File: src/rtl/mips_mc_datapath.sv
// Multi-cycle 16-bit-ISA MIPS datapath: one shared memory port with a stall engine,
// hardwired-zero r0, sign-extended immediates and NUM_OUT output ports.
module mips_mc_datapath #(
  parameter int DATA_W  = 16,
  parameter int NUM_OUT = 2,
  parameter int PC_STEP = 2
) (
  input  logic                        clk,
  input  logic                        rst,
  input  logic                        IorD,
  input  logic                        MemStart,
  input  logic                        MemWE,
  input  logic                        IRWrite,
  input  logic                        PCWrite,
  input  logic                        PCWriteCond,
  input  logic [1:0]                  PCSrc,
  input  logic                        ALUSrcA,
  input  logic [1:0]                  ALUSrcB,
  input  logic [2:0]                  ALUOp,
  input  logic [1:0]                  RegDst,
  input  logic [1:0]                  MemtoReg,
  input  logic                        RegWrite,
  input  logic                        OutEn,
  input  logic [DATA_W-1:0]           in_port,
  input  logic [DATA_W-1:0]           mem_rdata,
  input  logic                        mem_ready,
  output logic                        mem_req,
  output logic                        mem_we,
  output logic [DATA_W-1:0]           mem_addr,
  output logic [DATA_W-1:0]           mem_wdata,
  output logic                        mem_busy,
  output logic                        mem_done,
  output logic [15:0]                 instr,
  output logic                        zero_flag,
  output logic [NUM_OUT*DATA_W-1:0]   out_port,
  output logic [NUM_OUT-1:0]          out_strobe
);
  // Memory handshake: mem_req is a level held from the start edge until the edge
  // that samples mem_ready=1; mem_ready is a one-cycle completion pulse.
  typedef enum logic {MEM_IDLE = 1'b0, MEM_WAIT = 1'b1} mem_state_t;

  mem_state_t        state_q, state_d;
  logic              mem_start, mem_complete, irw_q, stall;
  logic [DATA_W-1:0] pc_q, mdr_q, a_q, b_q, alu_out_q;
  logic [15:0]       ir_q;
  logic [DATA_W-1:0] rf_q [8];
  logic [2:0]        rs, rt, rd, wa;
  logic [DATA_W-1:0] sext, alu_a, alu_b, alu_y, pc_next, wd, rs_val, rt_val;
  logic              pc_we, rf_we, out_we;

  assign rs       = ir_q[11:9];
  assign rt       = ir_q[8:6];
  assign rd       = ir_q[5:3];
  assign sext     = {{(DATA_W-6){ir_q[5]}}, ir_q[5:0]};
  assign instr    = ir_q;
  assign mem_busy = (state_q == MEM_WAIT);
  assign stall    = mem_busy;

  always_ff @(posedge clk) begin
    if (rst) state_q <= MEM_IDLE;
    else     state_q <= state_d;
  end

  always_comb begin
    state_d      = state_q;
    mem_start    = 1'b0;
    mem_complete = 1'b0;
    case (state_q)
      MEM_IDLE: if (MemStart) begin
        state_d   = MEM_WAIT;
        mem_start = 1'b1;
      end
      MEM_WAIT: if (mem_ready) begin
        state_d      = MEM_IDLE;
        mem_complete = 1'b1;
      end
      default: state_d = MEM_IDLE;
    endcase
  end

  always_ff @(posedge clk) begin
    if (rst) begin
      mem_req   <= 1'b0;
      mem_we    <= 1'b0;
      mem_addr  <= '0;
      mem_wdata <= '0;
      mem_done  <= 1'b0;
      irw_q     <= 1'b0;
      mdr_q     <= '0;
      ir_q      <= '0;
    end else begin
      mem_done <= 1'b0;
      if (mem_start) begin
        mem_addr  <= IorD ? alu_out_q : pc_q;
        mem_wdata <= b_q;
        mem_we    <= MemWE;
        irw_q     <= IRWrite;
        mem_req   <= 1'b1;
      end
      if (mem_complete) begin
        mdr_q <= mem_rdata;
        // Only reads may refill IR; a write's returned data is not an instruction.
        if (irw_q && !mem_we) ir_q <= mem_rdata[15:0];
        mem_req  <= 1'b0;
        mem_we   <= 1'b0;
        mem_done <= 1'b1;
      end
    end
  end

  always_comb begin
    alu_a = ALUSrcA ? a_q : pc_q;
    case (ALUSrcB)
      2'b00:   alu_b = b_q;
      2'b01:   alu_b = DATA_W'(PC_STEP);
      2'b10:   alu_b = sext;
      default: alu_b = {sext[DATA_W-2:0], 1'b0};
    endcase
    case (ALUOp)
      3'b000:  alu_y = alu_a + alu_b;
      3'b001:  alu_y = alu_a - alu_b;
      3'b010:  alu_y = alu_a & alu_b;
      3'b011:  alu_y = alu_a | alu_b;
      3'b100:  alu_y = alu_a ^ alu_b;
      3'b101:  alu_y = {{(DATA_W-1){1'b0}}, ($signed(alu_a) < $signed(alu_b))};
      3'b110:  alu_y = alu_a << alu_b[3:0];
      default: alu_y = alu_a >> alu_b[3:0];
    endcase
  end

  assign zero_flag = (alu_y == '0);

  always_comb begin
    case (PCSrc)
      2'b00:   pc_next = alu_y;
      2'b01:   pc_next = alu_out_q;
      2'b10:   pc_next = {pc_q[DATA_W-1:13], ir_q[11:0], 1'b0};
      default: pc_next = a_q;
    endcase
    case (RegDst)
      2'b01:   wa = rd;
      2'b10:   wa = 3'd7;
      default: wa = rt;
    endcase
    case (MemtoReg)
      2'b00:   wd = alu_out_q;
      2'b01:   wd = mdr_q;
      2'b10:   wd = pc_q;
      default: wd = in_port;
    endcase
  end

  assign rs_val = (rs == 3'd0) ? '0 : rf_q[rs];
  assign rt_val = (rt == 3'd0) ? '0 : rf_q[rt];
  assign pc_we  = !stall && (PCWrite || (PCWriteCond && zero_flag));
  assign rf_we  = !stall && RegWrite && (wa != 3'd0);
  assign out_we = !stall && OutEn;

  // A/B/ALUOut, PC, register file and ports all freeze while an access is outstanding.
  always_ff @(posedge clk) begin
    if (rst) begin
      pc_q       <= '0;
      a_q        <= '0;
      b_q        <= '0;
      alu_out_q  <= '0;
      out_port   <= '0;
      out_strobe <= '0;
      for (int i = 0; i < 8; i++) rf_q[i] <= '0;
    end else begin
      out_strobe <= '0;
      if (!stall) begin
        a_q       <= rs_val;
        b_q       <= rt_val;
        alu_out_q <= alu_y;
      end
      if (pc_we) pc_q <= pc_next;
      if (rf_we) rf_q[wa] <= wd;
      for (int k = 0; k < NUM_OUT; k++) begin
        if (out_we && rt == 3'(k)) begin
          out_port[k*DATA_W +: DATA_W] <= a_q;
          out_strobe[k]                <= 1'b1;
        end
      end
    end
  end
endmodule

File: config.mk
export PLATFORM = sky130hd
export DESIGN_NAME = mips_mc_datapath
export DESIGN_NICKNAME = d
export VERILOG_FILES = /design/src/rtl/mips_mc_datapath.sv
export SDC_FILE = /design/constraint.sdc
export NUM_CORES = 1
export LEC_CHECK = 0
export BUFFER_PORTS_ARGS = -buffer_cell sky130_fd_sc_hd__buf_2
export CAP_MARGIN = 20
export CELL_PAD_IN_SITES_DETAIL_PLACEMENT = 0
export CELL_PAD_IN_SITES_GLOBAL_PLACEMENT = 1
export CORE_MARGIN = 2
export CORE_UTILIZATION = 40
export CTS_BUF_LIST = sky130_fd_sc_hd__clkbuf_8 sky130_fd_sc_hd__clkbuf_16
export DETAILED_ROUTE_END_ITERATION = 8
export PLACE_DENSITY_LB_ADDON = 0.1
export SLEW_MARGIN = 20
export SYNTH_ARGS = -nofsm -noshare
export SYNTH_HDL_FRONTEND = slang
export SYNTH_SLANG_ARGS = --single-unit
File: constraint.sdc
create_clock -name clk -period 6.7 [get_ports clk]
set_input_delay 1.34 -clock clk [delete_from_list [all_inputs] [get_ports clk]]
set_output_delay 1.34 -clock clk [all_outputs]
set_load 0.02 [all_outputs]
# Word-level counts from Yosys, hierarchy flattened
# Memory sizes are Yosys's and may differ from the RTL's. A register that Yosys moved wholly into a read port is not among the register bits.
# Cells that the tools add are included.
# totals
reg_bits	167
mem_bits_rw	128
in_bits	55
word_cells	96
mem_count	1
# classes
addsub	2
magnitude_cmp	1
n_eq_ne	15
n_shift	2
muxes	30
n_bitwise	5
reduce_logical	23
# memory_table
name	depth	word_bits	rd	rd_clocked_by_memory_dff	write_ports	line	text
rf_q	8	16	2	2	8	46	logic [DATA_W-1:0] rf_q [8];
# op_table
op	n
16-bit case mux with 3 select lines	3
16-bit case mux with 7 select lines	1
16-bit 2-to-1 mux	5
16-bit adder	1
16-bit AND	1
16-bit logical NOT	1
16-bit < comparator	1
16-bit bitwise OR	1
16-bit OR reduction	1
16-bit by 4-bit left shift with 16-bit output	1
16-bit by 4-bit right shift with 16-bit output	1
16-bit subtractor	1
16-bit bitwise XOR	1
3-bit 2-to-1 mux	5
1-bit 2-to-1 mux	14
3-bit equality test (second input constant)	3
3-bit logical NOT	3
2-bit by 1-bit equality test with 1-bit output (second input constant)	4
2-bit equality test (second input constant)	4
1-bit logical AND	8
3-bit by 1-bit equality test with 1-bit output (second input constant)	2
3-bit by 2-bit equality test with 1-bit output (second input constant)	2
2-bit logical NOT	3
3-bit case mux with 2 select lines	1
7 further kinds	10

# Logic depth before layout (Yosys ltp)
# Gate-level depths: netlist of run 1.
# depth
word_depth	9
ltp_mapped	21
ltp_nobuf	16

# Worst setup path after synthesis of run 1
# OpenSTA, ideal clock, no wires.
# synth_path
path_kind	input to output
start	input ALUSrcB[0]
end	output zero_flag
arrival_time_ns	5.179
required_ns	5.360
slack_ns	0.181
path_stages	16
path_buffers	3
path_cell_list	buf_6 > mux2_4 > a21oi_4 > inv_2 > buf_6 > clkbuf_1 > ha_1 > a211oi_1 > o211ai_1 > a41oi_1 > a21oi_1 > a221o_1 > a211oi_2 > nand4_1 > or4_4 > nor3_1
# synth_between
elab_chain_cells	5
elab_cells_between_ends	14
cone_classes	2 x add/sub; 1 x order compare; 2 x eq/ne; 2 x shift; 2 x mux; 3 x bitwise; 2 x reduce/logical
# synth_lines
element	line	text
start, declared	18	input logic [1:0] ALUSrcB,
2-bit equality test, or another cell as far along	113	case (ALUSrcB)
16-bit case mux with 3 select lines (*)	113	
16-bit subtractor, or another cell as far along	121	3'b001: alu_y = alu_a - alu_b;
16-bit case mux with 7 select lines (*)	119	case (ALUOp)
16-bit logical NOT (*)	131	assign zero_flag = (alu_y == '0);
end, declared	34	output logic zero_flag,
# Every way passes the cells marked *; elsewhere a longest branch is shown, timed or not.

# Worst setup path in the final report of run 1
# layout_path
start	input ALUSrcA
end	output zero_flag
# layout_between
elab_chain_cells	4
elab_cells_between_ends	11
cone_classes	2 x add/sub; 1 x order compare; 2 x shift; 2 x mux; 3 x bitwise; 1 x reduce/logical
# layout_lines
element	line	text
start, declared	17	input logic ALUSrcA,
16-bit 2-to-1 mux (*)	112	alu_a = ALUSrcA ? a_q : pc_q;
16-bit subtractor, or another cell as far along	121	
16-bit case mux with 7 select lines (*)	119	
16-bit logical NOT (*)	131	
# Marks and branches as above.

==> metrics.txt, run 1 <==
Worst Setup Path Type in2out; pin count of the biggest net entering global routing between 100 and 150; post-route clock period utilization a little over nine tenths; Routed Antenna Nets 0; hold slack roughly 0.45 ns; Remaining DRCs 0; crit path cell chain buf_4 > mux2i_2 > inv_1 > ha_1 > fa_1 > a21o_1 > a221oi_2 > xnor2_1 > nor2_1 > a2111o_1 > a211oi_2 > nand4_1 > or4_4 > nor3_2 > buf_4 > buf_2; Worst EP arrival 5.17 ns; DR WL/cell 28.2 um; top achievable clock speed 154 MHz; post-synth cell types between 90 and 100; Most used DFF post-synth dfxtp_1; Slew HR about 24%; Mapped Cells approximately 1.7k; H-tree levels 2; r2r endpoint pc_q[13]; number of cells on the worst hold path 2; Min-Delay Path Class reg2reg; Die Y approximately 210 um; CP max-delay cell fa_1; # diodes 0; Max IR drop VDD between 150 and 200 uV; sequential area share after synthesis 41.5%; Setup crit start kind primary input; initial antenna violation count 1; CTS Buf Count 36; CP Buf/Inv Count 4; FF-to-FF Start b_q[0]; Synth Cell Area ~18000 um2; root buffer cell clkbuf_16; warnings from Yosys 0; placed cells between 2k and 2.5k; Leak ~8.4 nW; Pwr Density about 220 nW/um2; drt pass-1 iters 6; die area around 46000 um2; Async SR Flop Fraction 0%; Die W 214 um; CP dominant cell by count buf_4; I/O pin count 142; port buffer count 141; crit end category output pin; Clock transition at path regs 0.05 ns; Total Routed Length 71400 um; vias in the first global route 15.1k; Starting Density a little over 40%; Crit path largest cell delay roughly 0.48 ns; Post-Syn Area per Cell between 10 and 15 um2; clk_lat worst skew just under 0.6 ns; crit path max fanout 7; Row Count 76; flops & latches, synth 301; GPL Wtd Cong 0.977; Hold Startpoint mem_wdata[15]; Non-Filler Instances about 2.5k; CP delay by family, top compound AO/OA/AOI/OAI gates; CTS tree done; layout cell share with drive strength beyond 1 26.3%; Syn-to-layout area delta 17.8%; clock buffer depth 3; Crit path required time around 5.4 ns; fin. max-slew vios 0; Worst Tran Pin Value ~1.1 ns; Setup-failing EPs final 0; via count 15.1k; Post-CTS Hold Buffers 0; dpl ws -0.0812 ns; max cap viols 0; FF-to-FF path depth 18; outcome completed; grt total ovfl 0; DP HPWL around 53000 um; final-report hold violation count 0; fill count about 4.1k; first-pass GRT wire length approximately 100000 um; nets@finish around 2.0k; worst reg2reg setup slack between 1.5 and 2 ns; Hold Path End mem_wdata[15]; total track usage 31.6%; Final min period between 6 and 7 ns; Core ar. 43300 um2; DRT iter0 DRCs 1313; Post-synth EDFFs about 130; clock sinks 301; worst setup slack after layout ~0.19 ns; Setup TNS 0 ns; DR vias/cell between 5 and 6; setup skew after layout roughly 0.030 ns
-- how the worst max path moves through the flow --
stage                          start         to  slack (ns)  depth (start not counted)
final                        ALUSrcA  zero_flag        0.19                         16
after global routing      ALUSrcB[1]  zero_flag       -0.01                         16
after CTS                 ALUSrcB[0]  zero_flag        0.01                         16
after detailed placement     ALUSrcA  zero_flag       -0.08                         16
after global placement       ALUSrcA  zero_flag        0.04                         16
after floorplan           ALUSrcB[0]  zero_flag        0.18                         16
-- repair_timing --
action	in CTS	in global routing
endpoints found under the setup margin	1	1
hold endpoints to repair	0	0
resized for setup	4	11
pin swaps	0	3
setup buffers	0	2
-- registers in the layout, indices dropped and copies added (netlist names), named ones only --
register	flops
mem_addr	16
pc_q	16
b_q	16
irw_q	1
instr	16
out_strobe	2
out_port	32
mem_busy	1
mem_wdata	16
mdr_q	16
a_q	16
mem_we	1
alu_out_q	16
mem_req	1
rf_q	128
mem_done	1
-- power breakdown --
part	internal, W	leakage, nW	switching, W	total [W]
clock network	0.00104	0.592	0.000831	0.00187
registers	0.00197	2.71	0.0000458	0.00202
logic	0.000252	5.08	0.000428	0.000680
total	0.00327	8.39	0.00130	0.00457
-- logic make-up (layout without fill, tap and decap cells) --
family | after synthesis | in the layout | synth area share (%)
xor gates and xnor gates | 15 | 15 | 0.747
adders and majority gates | 53 | 53 | 3.85
and+or+nand+nor | 569 | 569 | 14.9
AOI/OAI and AO/OA | 418 | 418 | 16.8
other | 1 | 16 | 0.0213
muxes | 188 | 188 | 17.5
DFF | 301 | 301 | 41.5
buffers and inverters | 197 | 393 | 4.67
-- cell usage in the layout, fill, tap and decap left out, types with 7 or more instances in the layout --
| cell type | n |
|---|---|
| nand2_1 | 195 |
| nor2_1 | 182 |
| dfxtp_1 | 170 |
| buf_2 | 138 |
| a21oi_1 | 135 |
| edfxtp_1 | 128 |
| buf_4 | 125 |
| mux4_2 | 88 |
| and3_1 | 75 |
| inv_1 | 61 |
| a22oi_1 | 53 |
| mux2i_1 | 50 |
| ha_1 | 49 |
| mux2_2 | 40 |
| clkbuf_16 | 36 |
| a211oi_1 | 35 |
| a22o_1 | 23 |
| o21ai_0 | 21 |
| nor3_1 | 20 |
| a21o_1 | 18 |
| and2_1 | 17 |
| conb_1 | 16 |
| nor2b_1 | 14 |
| nand2b_1 | 12 |
| nand3_1 | 12 |
| xnor2_1 | 12 |
| o211ai_1 | 11 |
| o22ai_1 | 10 |
| mux2i_2 | 8 |
| inv_2 | 8 |
| o221ai_1 | 8 |
| clkinv_1 | 7 |
| o21ai_1 | 7 |
| a221o_1 | 7 |
| o31ai_1 | 7 |
| a31oi_1 | 7 |
-- cell type report --
cell class,count,area [um2],area share [%]
Clock buffer,40,956,4.61
Clock inverter,25,189,0.911
Inverter,61,229,1.10
Multi-Input combinational cell,1259,9640,46.5
Sequential cell,301,7310,35.3
Tap cell,585,732,3.53
Timing Repair Buffer,267,1680,8.10
-- per-layer routing --
metal | track usage, % | share of wire [%] | vias up
met5 | 0 | 0.0098 | -
met2 | 52.7 | 48 | 542
met3 | 3.60 | 5.3 | 127
met1 | 41.8 | 42 | 7583
met4 | 13.0 | 4.3 | 2
li1 | - | - | 6818
-- through the flow --
| step | instance area [um2] | power (W) | utilization, % |
|---|---|---|---|
| floorplan | 17700 | 0.00244 | - |
| global placement | 19500 | 0.00272 | 45.1 |
| detailed placement | 19500 | 0.00272 | 45.1 |
| CTS | 20700 | 0.00459 | 47.8 |
| global route | 20700 | 0.00472 | 47.9 |
| finish | 20700 | 0.00457 | 47.9 |
-- tightest hold or removal path: cells and delay by family, from the launching register on --
family,cells,cell delay [ns]
simple gates,1,0.05
flops,1,0.30
compound gates,1,0.05
-- cells in the mapped netlist (14+ instances only) --
library cell | n | area [um2]
a22oi_1 | 54 | 405
nor3_1 | 21 | 105
mux2i_1 | 52 | 521
a21oi_1 | 135 | 676
a211oi_1 | 36 | 270
inv_1 | 52 | 195
ha_1 | 51 | 638
and3_1 | 75 | 469
mux2_2 | 40 | 450
mux4_2 | 88 | 1980
buf_1 | 19 | 71.3
nor2b_1 | 16 | 100
a21o_1 | 18 | 135
nand2_1 | 195 | 732
nand2b_1 | 14 | 87.6
nor2_1 | 184 | 691
dfxtp_1 | 173 | 3460
o21ai_0 | 21 | 105
edfxtp_1 | 128 | 3840
a22o_1 | 23 | 201
and2_1 | 17 | 106
clkbuf_1 | 98 | 368
No activity file was read; power rests on OpenSTA's default activity.
==> inputs of run 2 (changes only) <==
--- a/config.mk
+++ b/config.mk
@@ -11,7 +11,6 @@
 export CELL_PAD_IN_SITES_GLOBAL_PLACEMENT = 1
 export CORE_MARGIN = 2
 export CORE_UTILIZATION = 40
-export CTS_BUF_LIST = sky130_fd_sc_hd__clkbuf_8 sky130_fd_sc_hd__clkbuf_16
 export DETAILED_ROUTE_END_ITERATION = 8
 export PLACE_DENSITY_LB_ADDON = 0.1
 export SLEW_MARGIN = 20
==> metrics.txt, run 2 (synthesis results as in run 1) <==
Setup crit start ALUSrcA (unchanged); Die W 214 um (unchanged); Worst Tran Pin Value 1.11 ns (was 1.13 ns); crit end category output pin (unchanged); max cap viols 0 (unchanged); Row Count 76 (unchanged); grt total ovfl 0 (unchanged); total track usage 31.6% (unchanged); DRT iter0 DRCs 1317 (was 1313); Setup crit start kind primary input (unchanged); Die Y 214 um (unchanged); final-report hold violation count 0 (unchanged); pin count of the biggest net entering global routing 108 (unchanged); r2r endpoint pc_q[13] (unchanged); Largest regs rf_q: 128 flops, out_port: 32 flops (unchanged); FF/Latch Area 7310 um2 (unchanged); fin. max-slew vios 0 (unchanged); H-tree levels 2 (unchanged); hold slack 0.451 ns (about the same); Reg with most FFs rf_q (unchanged); Routed Antenna Nets 0 (unchanged); Min-Delay Path Class reg2reg (unchanged); post-route clock period utilization 97.3% (was 97.2%); CTS tree done (unchanged); Pwr Density 221 nW/um2 (was 220 nW/um2); DR vias/cell 5.94 (about the same); crit path max fanout 7 (unchanged); Worst Setup Path Type in2out (unchanged); worst reg2reg setup slack 1.79 ns (about the same); Total Routed Length 71500 um (was 71400 um); commonest non-fill, non-tap cells in the layout nand2_1 (195), nor2_1 (182), dfxtp_1 (170), buf_2 (138), a21oi_1 (135) (unchanged); clock sinks 301 (unchanged); FF-to-FF Start b_q[0] (unchanged); outcome completed (unchanged); drt pass-1 iters 6 (unchanged); design area 20700 um2 (unchanged); fill count 4140 (unchanged); CP endpoint zero_flag (unchanged); clock buffer depth 3 (unchanged); Final min period 6.52 ns (was 6.51 ns); CTS Buf Count 36 (unchanged); GPL Wtd Cong 0.977 (unchanged); via count 15.1k (about the same); vias in the first global route 15.1k (unchanged); Starting Density 40.7% (unchanged); setup skew after layout 0.0301 ns (was 0.0296 ns); clk_lat worst skew 0.58 ns (about the same); Setup-failing EPs final 0 (unchanged); die area 45700 um2 (unchanged); CP dominant cell by count buf_4 (unchanged); Setup TNS 0 ns (unchanged); I/O pin count 142 (unchanged); Syn-to-layout area delta 17.8% (unchanged); Worst EP arrival 5.18 ns (was 5.17 ns); fin util 47.9% (unchanged); Max IR drop VDD 180 uV (about the same); Core ar. 43300 um2 (unchanged); DR WL/cell 28.2 um (about the same); first-pass GRT wire length 103000 um (unchanged); Crit path largest cell delay 0.48 ns (about the same); most common cell after layout, fill and taps aside nand2_1 (unchanged); nets@finish 2034 (unchanged); top achievable clock speed 153 MHz (was 154 MHz); Leak 8.35 nW (was 8.39 nW); crit path cell chain buf_4 > mux2i_2 > inv_1 > ha_1 > fa_1 > a21o_1 > a221oi_2 > xnor2_1 > nor2_1 > a2111o_1 > a211oi_2 > nand4_1 > or4_4 > nor3_2 > buf_4 > buf_2 (unchanged); initial antenna violation count 1 (unchanged); Clock transition at path regs 0.05 ns (about the same); root buffer cell clkbuf_16 (unchanged); Remaining DRCs 0 (unchanged); port buffer count 141 (unchanged); # diodes 0 (unchanged); FF-to-FF path depth 18 (unchanged); max reg flops 128 (unchanged); Crit path required time 5.36 ns (about the same); CP max-delay cell fa_1 (unchanged); DP HPWL 53300 um (unchanged); area of the multi-input gates 9640 um2 (unchanged); Post-CTS Hold Buffers 0 (unchanged); Slew HR 25.9% (was 24.3%); layout cell share with drive strength beyond 1 26.3% (unchanged); placed cell areas 19500 um2 (unchanged)
## run 2: cell count changes in the layout (fill, tap and decap cells not counted)
cell      delta
inv_1        -9
clkbuf_1     +9
## run 2: where the power goes
part           switching (W)  total, W  leakage, nW  internal [W]
sequential         0.0000458   0.00202         2.71       0.00197
combinational       0.000428  0.000680         5.08      0.000252
clock               0.000831   0.00189        0.555       0.00106
## run 2: layer usage
layer,GRT usage (%),wire length [um],vias to the layer above
met5,0,7,-
met4,13.0,3060,2
met3,3.60,3840,127
met2,52.7,34400,531
met1,41.8,30200,7589
li1,-,-,6816
## run 2: worst max-delay path: cells and delay by family
family                   cells  cell delay, ns
AO/OA/AOI/OAI                4            1.18
multiplexers                 1            0.28
XOR/XNOR                     1            0.17
AND/OR/NAND/NOR              4            0.85
adder cells (fa/ha/maj)      2            0.74
buffers and inverters        4            0.62
## run 2: worst min path at each step
stage	slack, ns	cells after the start	startpoint	to
CTS	0.45	2	mem_wdata[15]	mem_wdata[15]
floorplan	0.44	2	b_q[2]	mem_wdata[2]
global route	0.47	2	instr[14]	instr[14]
detailed placement	0.44	2	mem_wdata[15]	mem_wdata[15]
finish	0.45	2	mem_wdata[15]	mem_wdata[15]
global placement	0.44	2	mem_wdata[7]	mem_wdata[7]
## run 2: through the flow
step | setup slack, ns | power [W] | cells
final | 0.184 | 0.00459 | 2538
after global routing | -0.00963 | 0.00473 | 2538
after CTS | 0.0131 | 0.00460 | 2536
after detailed placement | -0.0812 | 0.00272 | 2471
after global placement | 0.0402 | 0.00272 | 2470
after floorplan | 0.181 | 0.00244 | 1757
## run 2: repair_timing
item                                   4_1_cts  5_1_grt
endpoints found under the hold margin        0        0
pin swaps                                    0        3
setup endpoints to repair                    1        1
gates resized for setup                      4       11
buffers inserted                             0        2
## run 2: final cells by class
cell class / count / area share, %
sequential: 301 / 35.3
clock inverter: 16 / 0.748
inverter: 61 / 1.10
tap: 585 / 3.53
multi-input combinational: 1259 / 46.5
clock buffer: 49 / 4.77
timing repair buffer: 267 / 8.10
